==> config.mk <==
export PLATFORM = sky130hd
export DESIGN_NAME = muldiv_ctrl
export DESIGN_NICKNAME = d
export VERILOG_FILES = /design/src/rtl/muldiv_pkg.sv /design/src/rtl/div_core.sv /design/src/rtl/muldiv_ctrl.sv
export SDC_FILE = /design/constraint.sdc
export NUM_CORES = 1
export LEC_CHECK = 0
export BUFFER_PORTS_ARGS = -buffer_cell sky130_fd_sc_hd__buf_4
export CORE_ASPECT_RATIO = 2
export CORE_MARGIN = 1.5
export CORE_UTILIZATION = 62
export DETAILED_ROUTE_END_ITERATION = 10
export GPL_TIMING_DRIVEN = 0
export PLACE_DENSITY = 0.9
export SYNTH_ARGS = -nofsm -noshare
export SYNTH_HDL_FRONTEND = slang
export SYNTH_SLANG_ARGS = --single-unit
==> constraint.sdc <==
create_clock -name clk -period 3.6 [get_ports clk]
set_input_delay 0.36 -clock clk [delete_from_list [all_inputs] [get_ports clk]]
set_output_delay 0.36 -clock clk [all_outputs]
set_load 0.1 [all_outputs]
==> src/rtl/muldiv_pkg.sv <==
// Shared types and constants for the multiply/divide sequencer.
package muldiv_pkg;

    localparam int unsigned MD_ITER_DEFAULT = 32;
    localparam int unsigned MD_W            = 32;
    localparam int unsigned MD_DW           = 2 * MD_W;

    typedef enum logic [2:0] {
        MD_NONE = 3'd0,
        MULT    = 3'd1,
        MULTU   = 3'd2,
        DIV     = 3'd3,
        DIVU    = 3'd4,
        MTHI    = 3'd5,
        MTLO    = 3'd6
    } md_op_t;

    typedef logic [1:0] md_state_t;

    localparam md_state_t ST_IDLE = 2'd0;
    localparam md_state_t ST_RUN  = 2'd1;
    localparam md_state_t ST_FIX  = 2'd2;
    localparam md_state_t ST_MUL1 = 2'd3;

    // Magnitude of a 32-bit operand; only signed operations take the absolute value.
    function automatic logic [MD_W-1:0] md_abs(input logic [MD_W-1:0] x, input logic sgn);
        return (sgn && x[MD_W-1]) ? MD_W'(-x) : x;
    endfunction

endpackage

==> src/rtl/div_core.sv <==
// Unsigned restoring divider / shift-add multiplier datapath shared by the sequencer.
// With MULDIV_FAST_MUL_EN it also exposes a single-cycle product of the loaded operands.
module div_core
    import muldiv_pkg::*;
(
    input  logic             clk,
    input  logic             resetn,
    input  logic             load,
    input  logic             mul,
    input  logic [MD_DW-1:0] init,
    input  logic [MD_W-1:0]  divisor,
    input  logic             step,
    output logic [MD_DW-1:0] acc
`ifdef MULDIV_FAST_MUL_EN
    ,
    output logic [MD_DW-1:0] prod_c
`endif
);

    logic [MD_W-1:0] dvs_q;
    logic            mul_q;
    logic [MD_W:0]   trial_c;
    logic [MD_W:0]   sum_c;

    // acc holds {remainder, quotient} when dividing and {product_hi, multiplier/product_lo} when multiplying.
    assign trial_c = acc[MD_DW-1:MD_W-1] - {1'b0, dvs_q};
    assign sum_c   = {1'b0, acc[MD_DW-1:MD_W]} + ({1'b0, dvs_q} & {(MD_W+1){acc[0]}});

`ifdef MULDIV_FAST_MUL_EN
    assign prod_c = MD_DW'(dvs_q) * MD_DW'(acc[MD_W-1:0]);
`endif

    always_ff @(posedge clk or negedge resetn) begin
        if (!resetn) begin
            acc   <= '0;
            dvs_q <= '0;
            mul_q <= 1'b0;
        end else if (load) begin
            acc   <= init;
            dvs_q <= divisor;
            mul_q <= mul;
        end else if (step) begin
            if (mul_q) begin
                acc <= {sum_c, acc[MD_W-1:1]};
            end else if (!trial_c[MD_W]) begin
                acc <= {trial_c[MD_W-1:0], acc[MD_W-2:0], 1'b1};
            end else begin
                acc <= {acc[MD_DW-2:0], 1'b0};
            end
        end
    end

endmodule

==> src/rtl/muldiv_ctrl.sv <==
// Multiply/divide sequencer owning HI/LO: iterative divide, iterative or fast multiply.
// Define MULDIV_FAST_MUL_EN for the single-cycle MUL1 multiply path.
module muldiv_ctrl
    import muldiv_pkg::*;
#(
    parameter int unsigned MD_ITER = MD_ITER_DEFAULT
) (
    input  logic        clk,
    input  logic        resetn,
    input  logic        start_i,
    input  logic [2:0]  op_i,
    input  logic [31:0] a_i,
    input  logic [31:0] b_i,
    input  logic        flush_i,
    output logic        busy_o,
    output logic        done_o,
    output logic [31:0] hi_o,
    output logic [31:0] lo_o
);

    localparam int unsigned CNT_W = $clog2(MD_ITER + 1);

    md_state_t        state_q, state_d;
    logic [CNT_W-1:0] cnt_q;
    logic [MD_W-1:0]  hi_q, lo_q;
    logic             neg_q_q, neg_r_q, is_mul_q;

    logic             accept_c, is_div_c, is_mul_c, sgn_c, b_zero_c;
    logic [MD_W-1:0]  mag_a_c, mag_b_c;
    logic             load, step, commit;
    logic [MD_DW-1:0] load_val;
    logic [MD_W-1:0]  load_dvs;
    logic [MD_DW-1:0] acc, mul_mag_c, fix_res_c;

    assign accept_c = (state_q == ST_IDLE) && start_i && !flush_i;
    assign is_div_c = (op_i == DIV) || (op_i == DIVU);
    assign is_mul_c = (op_i == MULT) || (op_i == MULTU);
    assign sgn_c    = (op_i == DIV) || (op_i == MULT);
    assign b_zero_c = (b_i == '0);
    assign mag_a_c  = md_abs(a_i, sgn_c);
    assign mag_b_c  = md_abs(b_i, sgn_c);

    div_core u_div_core (
        .clk     (clk),
        .resetn  (resetn),
        .load    (load),
        .mul     (is_mul_c),
        .init    (load_val),
        .divisor (load_dvs),
        .step    (step),
        .acc     (acc)
`ifdef MULDIV_FAST_MUL_EN
        ,
        .prod_c  (mul_mag_c)
`endif
    );

`ifndef MULDIV_FAST_MUL_EN
    assign mul_mag_c = acc;
`endif

    always_ff @(posedge clk or negedge resetn) begin
        if (!resetn) begin
            state_q <= ST_IDLE;
        end else begin
            state_q <= state_d;
        end
    end

    // Next state and datapath strobes.
    always_comb begin
        state_d  = state_q;
        load     = 1'b0;
        load_val = '0;
        load_dvs = '0;
        step     = 1'b0;
        commit   = 1'b0;
        case (state_q)
            ST_IDLE: begin
                if (accept_c && (is_div_c || is_mul_c)) begin
                    load = 1'b1;
                    if (is_div_c && b_zero_c) begin
                        load_val = {a_i, 32'hFFFF_FFFF};
                        state_d  = ST_FIX;
                    end else if (is_div_c) begin
                        load_val = {32'h0, mag_a_c};
                        load_dvs = mag_b_c;
                        state_d  = ST_RUN;
                    end else begin
                        load_val = {32'h0, mag_b_c};
                        load_dvs = mag_a_c;
`ifdef MULDIV_FAST_MUL_EN
                        state_d  = ST_MUL1;
`else
                        state_d  = ST_RUN;
`endif
                    end
                end
            end
            ST_RUN: begin
                if (flush_i) begin
                    state_d = ST_IDLE;
                end else begin
                    step = 1'b1;
                    if (cnt_q == CNT_W'(MD_ITER - 1)) begin
                        state_d = ST_FIX;
                    end
                end
            end
            default: begin
                state_d = ST_IDLE;
                commit  = !flush_i;
            end
        endcase
    end

    // Sign restoration of the unsigned result.
    always_comb begin
        fix_res_c = acc;
        if (is_mul_q) begin
            fix_res_c = neg_q_q ? MD_DW'(-mul_mag_c) : mul_mag_c;
        end else begin
            fix_res_c[MD_DW-1:MD_W] = neg_r_q ? MD_W'(-acc[MD_DW-1:MD_W]) : acc[MD_DW-1:MD_W];
            fix_res_c[MD_W-1:0]     = neg_q_q ? MD_W'(-acc[MD_W-1:0]) : acc[MD_W-1:0];
        end
    end

    always_ff @(posedge clk or negedge resetn) begin
        if (!resetn) begin
            hi_q     <= '0;
            lo_q     <= '0;
            cnt_q    <= '0;
            neg_q_q  <= 1'b0;
            neg_r_q  <= 1'b0;
            is_mul_q <= 1'b0;
        end else begin
            if (accept_c && (op_i == MTHI)) hi_q <= a_i;
            if (accept_c && (op_i == MTLO)) lo_q <= a_i;
            if (load) begin
                cnt_q    <= '0;
                is_mul_q <= is_mul_c;
                neg_q_q  <= sgn_c && (a_i[MD_W-1] ^ b_i[MD_W-1]) && !(is_div_c && b_zero_c);
                neg_r_q  <= sgn_c && is_div_c && !b_zero_c && a_i[MD_W-1];
            end
            if (step) cnt_q <= cnt_q + CNT_W'(1);
            if (commit) begin
                hi_q <= fix_res_c[MD_DW-1:MD_W];
                lo_q <= fix_res_c[MD_W-1:0];
            end
        end
    end

    assign busy_o = (state_q != ST_IDLE);
    assign done_o = commit;
    assign hi_o   = hi_q;
    assign lo_o   = lo_q;

endmodule

; ---- Word level (Yosys, flattened, before mapping)
; Index checks and enable logic that the tools add are counted.
[word_totals]
n_memories = 0
rom_bits = 0
ramBits = 0
latchBits = 0
register_bits = 171
[classes]
addsub = 8
multipliers = 0
bitwise = 2
n_div = 0
shift = 0
magnitude_cmp = 0
n_reduce_logical = 28
eq_ne = 10
muxes = 34
[op_table]
columns = cell, count
row1 = $mux W64, 9
row2 = $mux W32, 13
row3 = $neg A32 Y32, 4
row4 = $neg A64 Y64, 1
row5 = $add A32 B33 Y33, 1
row6 = $and A32 B33 Y33, 1
row7 = $sub A33 B32 Y33, 1
row8 = $logic_not A32 Y1, 1
row9 = $logic_and A1 B1 Y1, 13
row10 = $mux W6, 2
row11 = $eq A3 B3 Y1 const B, 3
row12 = $mux W2, 4
row13 = $reduce_bool A2 Y1, 4
row14 = $add A6 B1 Y6 const B, 1
row15 = $eq A3 B2 Y1 const B, 2
row16 = $eq A6 B5 Y1 const B, 1
row17 = $mux W1, 5
row18 = $logic_or A1 B1 Y1, 4
row19 = $pmux W2 S2, 1
row20 = $eq A3 B1 Y1 const B, 1
row21 = $logic_not A1 Y1, 3
row22 = $ne A3 B3 Y1 const B, 1
row23 = $eq A2 B1 Y1 const B, 1
row24 = $logic_not A2 Y1, 1
row25 = 4 further kinds, 4

; ---- Logic depth before layout (Yosys ltp)
[depth]
depth_word = 9
depth_mapped = 15
ltp_nobuf = 13

; ---- Cells and area by module
; A second synthesis with hierarchy kept.
[hier_totals]
cells_unflattened = 2263
hier_area_um2 = 17085.1
[modules_own_cells]
columns = module, seq_area_each_um2, instances, cells_per_inst, area_each_um2
row1 = div_core, 2427.3, 1, 1223, 9320.2
row2 = muldiv_ctrl, 1876.8, 1, 1040, 7764.9

; ---- Worst setup path before layout
; Ideal clock, no wire load.
[synth_path]
path_kind = register to register
from = register u_div_core.acc[0]
to = register u_div_core.acc[61]
period_less_slack_ps = 3240
required_time_ps = 3517
path_buffers = 1
setup_time_ps = 83
stages_incl_launch_ff = 15
path_slack_ps = 360
t_arrival_ps = 3157
path_cell_list = dfrtp_1 > inv_1 > buf_1 > nor2_1 > ha_1 > o21ai_0 > o21ai_0 > a32oi_1 > o221a_2 > o21ai_0 > a311oi_1 > o41ai_1 > xor2_1 > o21ai_0 > o21ai_0
[synth_between]
elab_chain_len = 5
[synth_lines]
columns = element, line_no
row1 = start: declaration, div_core.sv:13  ; output logic [MD_DW-1:0] acc
row2 = start signal: assignment, div_core.sv:39  ; acc <= init;
row3 = start signal: assignment, div_core.sv:44  ; acc <= {sum_c, acc[MD_W-1:1]};
row4 = start signal: assignment, div_core.sv:46  ; acc <= {trial_c[MD_W-1:0], acc[MD_W-2:0], 1'b1};
row5 = $and A32 B33 Y33, div_core.sv:27  ; assign sum_c = {1'b0, acc[MD_DW-1:MD_W]} + ({1'b0, dvs_q} & {(MD_W+1){acc[0]}});
row6 = $add A32 B33 Y33, div_core.sv:27
row7 = $mux W64, div_core.sv:43  ; if (mul_q) begin
row8 = $mux W64, div_core.sv:42  ; end else if (step) begin
row9 = $mux W64, div_core.sv:38  ; end else if (load) begin
; Every way passes these cells. The select of a mux whose other input is x is not followed.
; A chain may end at the register's enable or synchronous reset.

; ---- Worst setup path after layout
[layout_path]
from = input op_i[2]
to = register u_div_core.acc[5]
[layout_between]
elab_chain_len = 9
elab_cells_between_ends = 22
classes_between = eq/ne (4) / mux (9) / reduce/logical (9)
[layout_lines]
columns = element, line_no
row1 = start: declaration, muldiv_ctrl.sv:11  ; input logic [2:0] op_i,
row2 = $eq A3 B2 Y1 / $eq A3 B1 Y1 (equally long branches), "muldiv_ctrl.sv:36, muldiv_ctrl.sv:38, muldiv_ctrl.sv:37"
row3 = $logic_or A1 B1 Y1, muldiv_ctrl.sv:38  ; assign sgn_c = (op_i == DIV) || (op_i == MULT);
row4 = $logic_and A1 B1 Y1, muldiv_pkg.sv:27  ; return (sgn && x[MD_W-1]) ? MD_W'(-x) : x;
row5 = $mux W32, muldiv_pkg.sv:27
row6 = $mux W32, muldiv_ctrl.sv:85  ; end else if (is_div_c) begin
row7 = $mux W64, muldiv_ctrl.sv:82  ; if (is_div_c && b_zero_c) begin
row8 = $mux W64, muldiv_ctrl.sv:80  ; if (accept_c && (is_div_c || is_mul_c)) begin
row9 = $mux W64, muldiv_ctrl.sv:78  ; case (state_q)
row10 = $mux W64, div_core.sv:38
; Several ways; a longest one is shown, not always the timed one.

==> flow_summary.toml <==
[yosys]
yosysUniqueCellTypes = 79
synth_fa_ha_area_share_pct = 5.904
synth_top_cell_area_share_pct = 27.97
syn_area_per_cell_sq_um = 7.799
yosys.area.top_type = "dfrtp_1"
synth_xor_area_share_pct = 10.01
synth_area_leaders = "dfrtp_1 (28%), o21ai_0 (7.3%), mux2i_1 (6.9%)"
ys.flop_type = "dfrtp_1"
seq_area_frac_synth_pct = 27.97
synthSimpleGateAreaFrac_pct = 18.95
synth_top_family_by_area = "compound AO/OA/AOI/OAI gates"
syn_inst = 1962
ys_warn_count = 0
syn_nets = 2104
synth_compound_area_share_pct = 24.73
synth_mux_area_share_pct = 7.605
synth_seq_cells = 171
synth-async-reset-ratio_pct = 100.0
synth_edf_count = 0
netlist_area_sq_um = 15300

[power]
power_leakage_uw = 0.007978
p_comb_share_pct = 64.7
switchingPower_uw = 8551
swShare_pct = 55.34
p_total_uw = 15450
p_clk_share_pct = 13.0
power_per_cell_area_nw_per_um2 = 877.6
ir_drop_mv = 0.6570
pwr-share-seq_pct = 22.3
p_int_uw = 6900

[run_status]
violations = "max-capacitance violations, max-slew violations, negative setup slack"
status = "finished, violations left"

[detailed_routing]
vias = 17590
drtIter0Drc = 2329
drt_wl_total_um = 70370
top_layer_used = "met4"
wl_per_cell_um = 29.11
antenna_left = 0
routed-wl-met3_um = 7544
firstDrtPassIters = 7
wl_met2_um = 31770
post_drt_via_cell_ratio = 7.278
drc = 0
wl_met1_um = 21190

[die]
io_pins = 137
fp.dieArea_sq_um = 25690
die_w_um = 114.1
initial_core_util_pct = 62.91
core_area_sq_um = 24320
core.rowCount = 81
die_h_um = 225.2

[clock_network]
clock_path_buffers = 2
clkSinkCount = 171
clockRootBuffer = "clkbuf_16"
cts.htree.levels = 4
clk_latency_ns = 0.48
numCtsBuffers = 17
clk_pin_slew_ns = 0.08
cts_tree = "built"

[critical_path]
critPathLaunch = "op_i[2]"
cp-start-kind = "primary input"
crit-reg2reg-launch = "u_div_core.acc[32]$_DFFE_PN0P_"
crit_type = "primary input to flop"
cp_data_required_time_ns = 3.85
endpoint_kind = "flop"
path_max_fanout = 10
critPathArrivalTime_ns = 3.95

[final_layout]
register_area_sq_um = 4283
multi_input_area_sq_um = 10540
drive_above_1_share_pct = 12.09
num-fill-cells = 1958
final_nets = 2254
syn_to_final_growth_pct = 15.06

[timing]
max_freq_ghz = 0.2701
maxSlewViolCount = 2
skew_ns = 0.01985
maxSlewHeadroom_pct = -7.965
fin_crit_sh_pct = 102.8
whs_ns = 0.1816
worst_pin_slew_ns = 1.599
setup_violations = 5
fin_crit_ns = 3.702
worst_slack_ns = -0.1021
finalHoldViolations = 0

[grt]
grt_max_degree = 125
grt_overflow = 0
grt_pass1_vias = 17340
grt_pass1_wl_um = 103500
antenna_found_initial = 3
gr-usage-all-layers_pct = 55.03

[flow_run]
maxCapViolCount = 1

[worst_hold_path]
hold_path_class = "primary input to flop"
min_from = "a_i[1]"

[place]
numPortBuffers = 121
gp_congestion = 1.129
hpwl_um = 52040
==> power groups by stage <==
stage | sequential (uW) | clock, uW | combinational (uW)
after floorplan | 4390 | 0 | 5560
after global placement | 3360 | 0 | 9040
after CTS | 3370 | 1970 | 9430
after global routing | 3450 | 2040 | 10600
after detailed placement | 3400 | 0 | 9220
final | 3450 | 2010 | 9990
==> cell usage in the layout, fill, tap and decap left out, types with 6 or more instances in the layout <==
| cell type | Yosys | layout |
|---|---|---|
| a211oi_1 | 12 | 10 |
| clkbuf_1 | 109 | 107 |
| o21bai_1 | 7 | 7 |
| a21o_1 | 40 | 40 |
| nand2b_1 | 16 | 16 |
| buf_1 | 14 | 12 |
| a221o_1 | 15 | 15 |
| o31ai_1 | 27 | 25 |
| o21ai_0 | 222 | 214 |
| a21oi_1 | 143 | 141 |
| and2_1 | 10 | 10 |
| buf_2 | 10 | 8 |
| or3_1 | 15 | 14 |
| and3_1 | 11 | 11 |
| xnor2_1 | 98 | 98 |
| nand3_1 | 33 | 33 |
| o21ai_1 | 6 | 10 |
| clkbuf_16 | 0 | 17 |
| a221oi_1 | 17 | 15 |
| or2_2 | 7 | 7 |
| buf_4 | 0 | 130 |
| ha_1 | 69 | 66 |
| o211ai_1 | 21 | 21 |
| dfrtp_1 | 171 | 168 |
| inv_1 | 57 | 55 |
| nor2_1 | 183 | 181 |
| or4_1 | 6 | 6 |
| mux2_2 | 10 | 10 |
| mux2i_1 | 105 | 105 |
| nor4_1 | 15 | 13 |
| nand2_1 | 232 | 231 |
| nand4_1 | 17 | 17 |
| o41ai_1 | 9 | 7 |
| o311ai_0 | 16 | 16 |
| a22oi_1 | 14 | 13 |
| o22ai_1 | 7 | 6 |
| nor3_1 | 40 | 39 |
| nor2b_1 | 10 | 10 |
| a31oi_1 | 23 | 22 |
| xor2_1 | 75 | 75 |
==> logic make-up (layout without fill, tap and decap cells) <==
logic type               after synthesis  count (layout)
multiplexers                         115             115
other                                  0               2
flip-flops                           171             171
adder cells (fa/ha/maj)               71              71
AO/OA/AOI/OAI                        614             614
XOR/XNOR                             174             174
AND/OR/NAND/NOR                      625             625
buffers and inverters                192             355
==> stage by stage <==
step	area [sq um]	cells	utilization, %	setup slack [ns]	TNS (ns)
finish	17610	2417	72.38	-0.1021	-0.1867
detailed placement	16610	2374	68.30	-0.7934	-12.70
CTS	17350	2409	71.33	0.008360	0
floorplan	15300	1962	-	0.3602	0
global route	17600	2416	72.37	-0.09891	-0.5691
global placement	16570	2373	68.13	-0.7942	-17.74
==> flip-flops by register name, indices dropped and copies added (netlist names) <==
name	cells
cnt_q	6
hi_o	32
lo_o	32
neg_q_q	1
neg_r_q	1
state_q	2
u_div_core.acc	64
u_div_core.dvs_q	32
u_div_core.mul_q	1
==> critical path, stage by stage <==
cell	delay (ns)
clkbuf_1	0.21
nor2b_1	0.16
clkbuf_1	0.37
nand2_1	0.42
clkbuf_1	0.37
a21oi_1	0.27
xor2_1	0.16
o311ai_0	1.30
o21ai_0	0.32
==> per-layer routing <==
metal | GRT usage (%) | vias to the layer above
met3 | 18.53 | 634
met2 | 84.76 | 1425
met4 | 60.00 | 0
met5 | 0.2020 | -
li1 | - | 7364
met1 | 54.61 | 8168
==> synthesized netlist by cell type (7+ instances only) <==
| cell type | count |
|---|---|
| nand2_1 | 232 |
| o21ai_0 | 222 |
| nor2_1 | 183 |
| dfrtp_1 | 171 |
| a21oi_1 | 143 |
| clkbuf_1 | 109 |
| mux2i_1 | 105 |
| xnor2_1 | 98 |
| xor2_1 | 75 |
| ha_1 | 69 |
| inv_1 | 57 |
| a21o_1 | 40 |
| nor3_1 | 40 |
| nand3_1 | 33 |
| o31ai_1 | 27 |
| a31oi_1 | 23 |
| o211ai_1 | 21 |
| a221oi_1 | 17 |
| nand4_1 | 17 |
| nand2b_1 | 16 |
| o311ai_0 | 16 |
| a221o_1 | 15 |
| nor4_1 | 15 |
| or3_1 | 15 |
| a22oi_1 | 14 |
| buf_1 | 14 |
| a211oi_1 | 12 |
| and3_1 | 11 |
| and2_1 | 10 |
| buf_2 | 10 |
| mux2_2 | 10 |
| nor2b_1 | 10 |
| o41ai_1 | 9 |
| o21bai_1 | 7 |
| o22ai_1 | 7 |
| or2_2 | 7 |
==> final timing paths <==
check                                                    to  slack [ns]  depth (start not counted)
setup reg to reg             u_div_core.acc[63]$_DFFE_PN0P_       -0.05                         12
max in group asynchronous    u_div_core.acc[59]$_DFFE_PN0P_        2.10                          3
hold reg to reg            u_div_core.dvs_q[10]$_DFFE_PN0P_        0.49                          2
hold / removal               u_div_core.acc[33]$_DFFE_PN0P_        0.18                          3
setup / recovery              u_div_core.acc[5]$_DFFE_PN0P_       -0.10                          9
min in group asynchronous              cnt_q[2]$_DFFE_PN0P_        0.38                          2
==> cell type report <==
class	instances	share of cell area, %
Timing Repair Buffer	132	5.820
Clock inverter	15	1.116
Tap cell	290	2.061
Antenna cell	2	0.02843
Buffer	133	3.084
Clock buffer	17	2.416
Inverter	58	1.272
Sequential cell	171	24.33
Multi-Input combinational cell	1599	59.88
==> timing repair <==
item / 4_1_cts / 5_1_grt
pin swaps: 3 / 6
cloned: 0 / 0
setup buffers: 2 / 7
endpoints found under the setup margin: 45 / 46
hold buffers: 1 / 0
endpoints found under the hold margin: 47 / 0
resized for setup: 24 / 45
(Power assumes the default switching activity.)
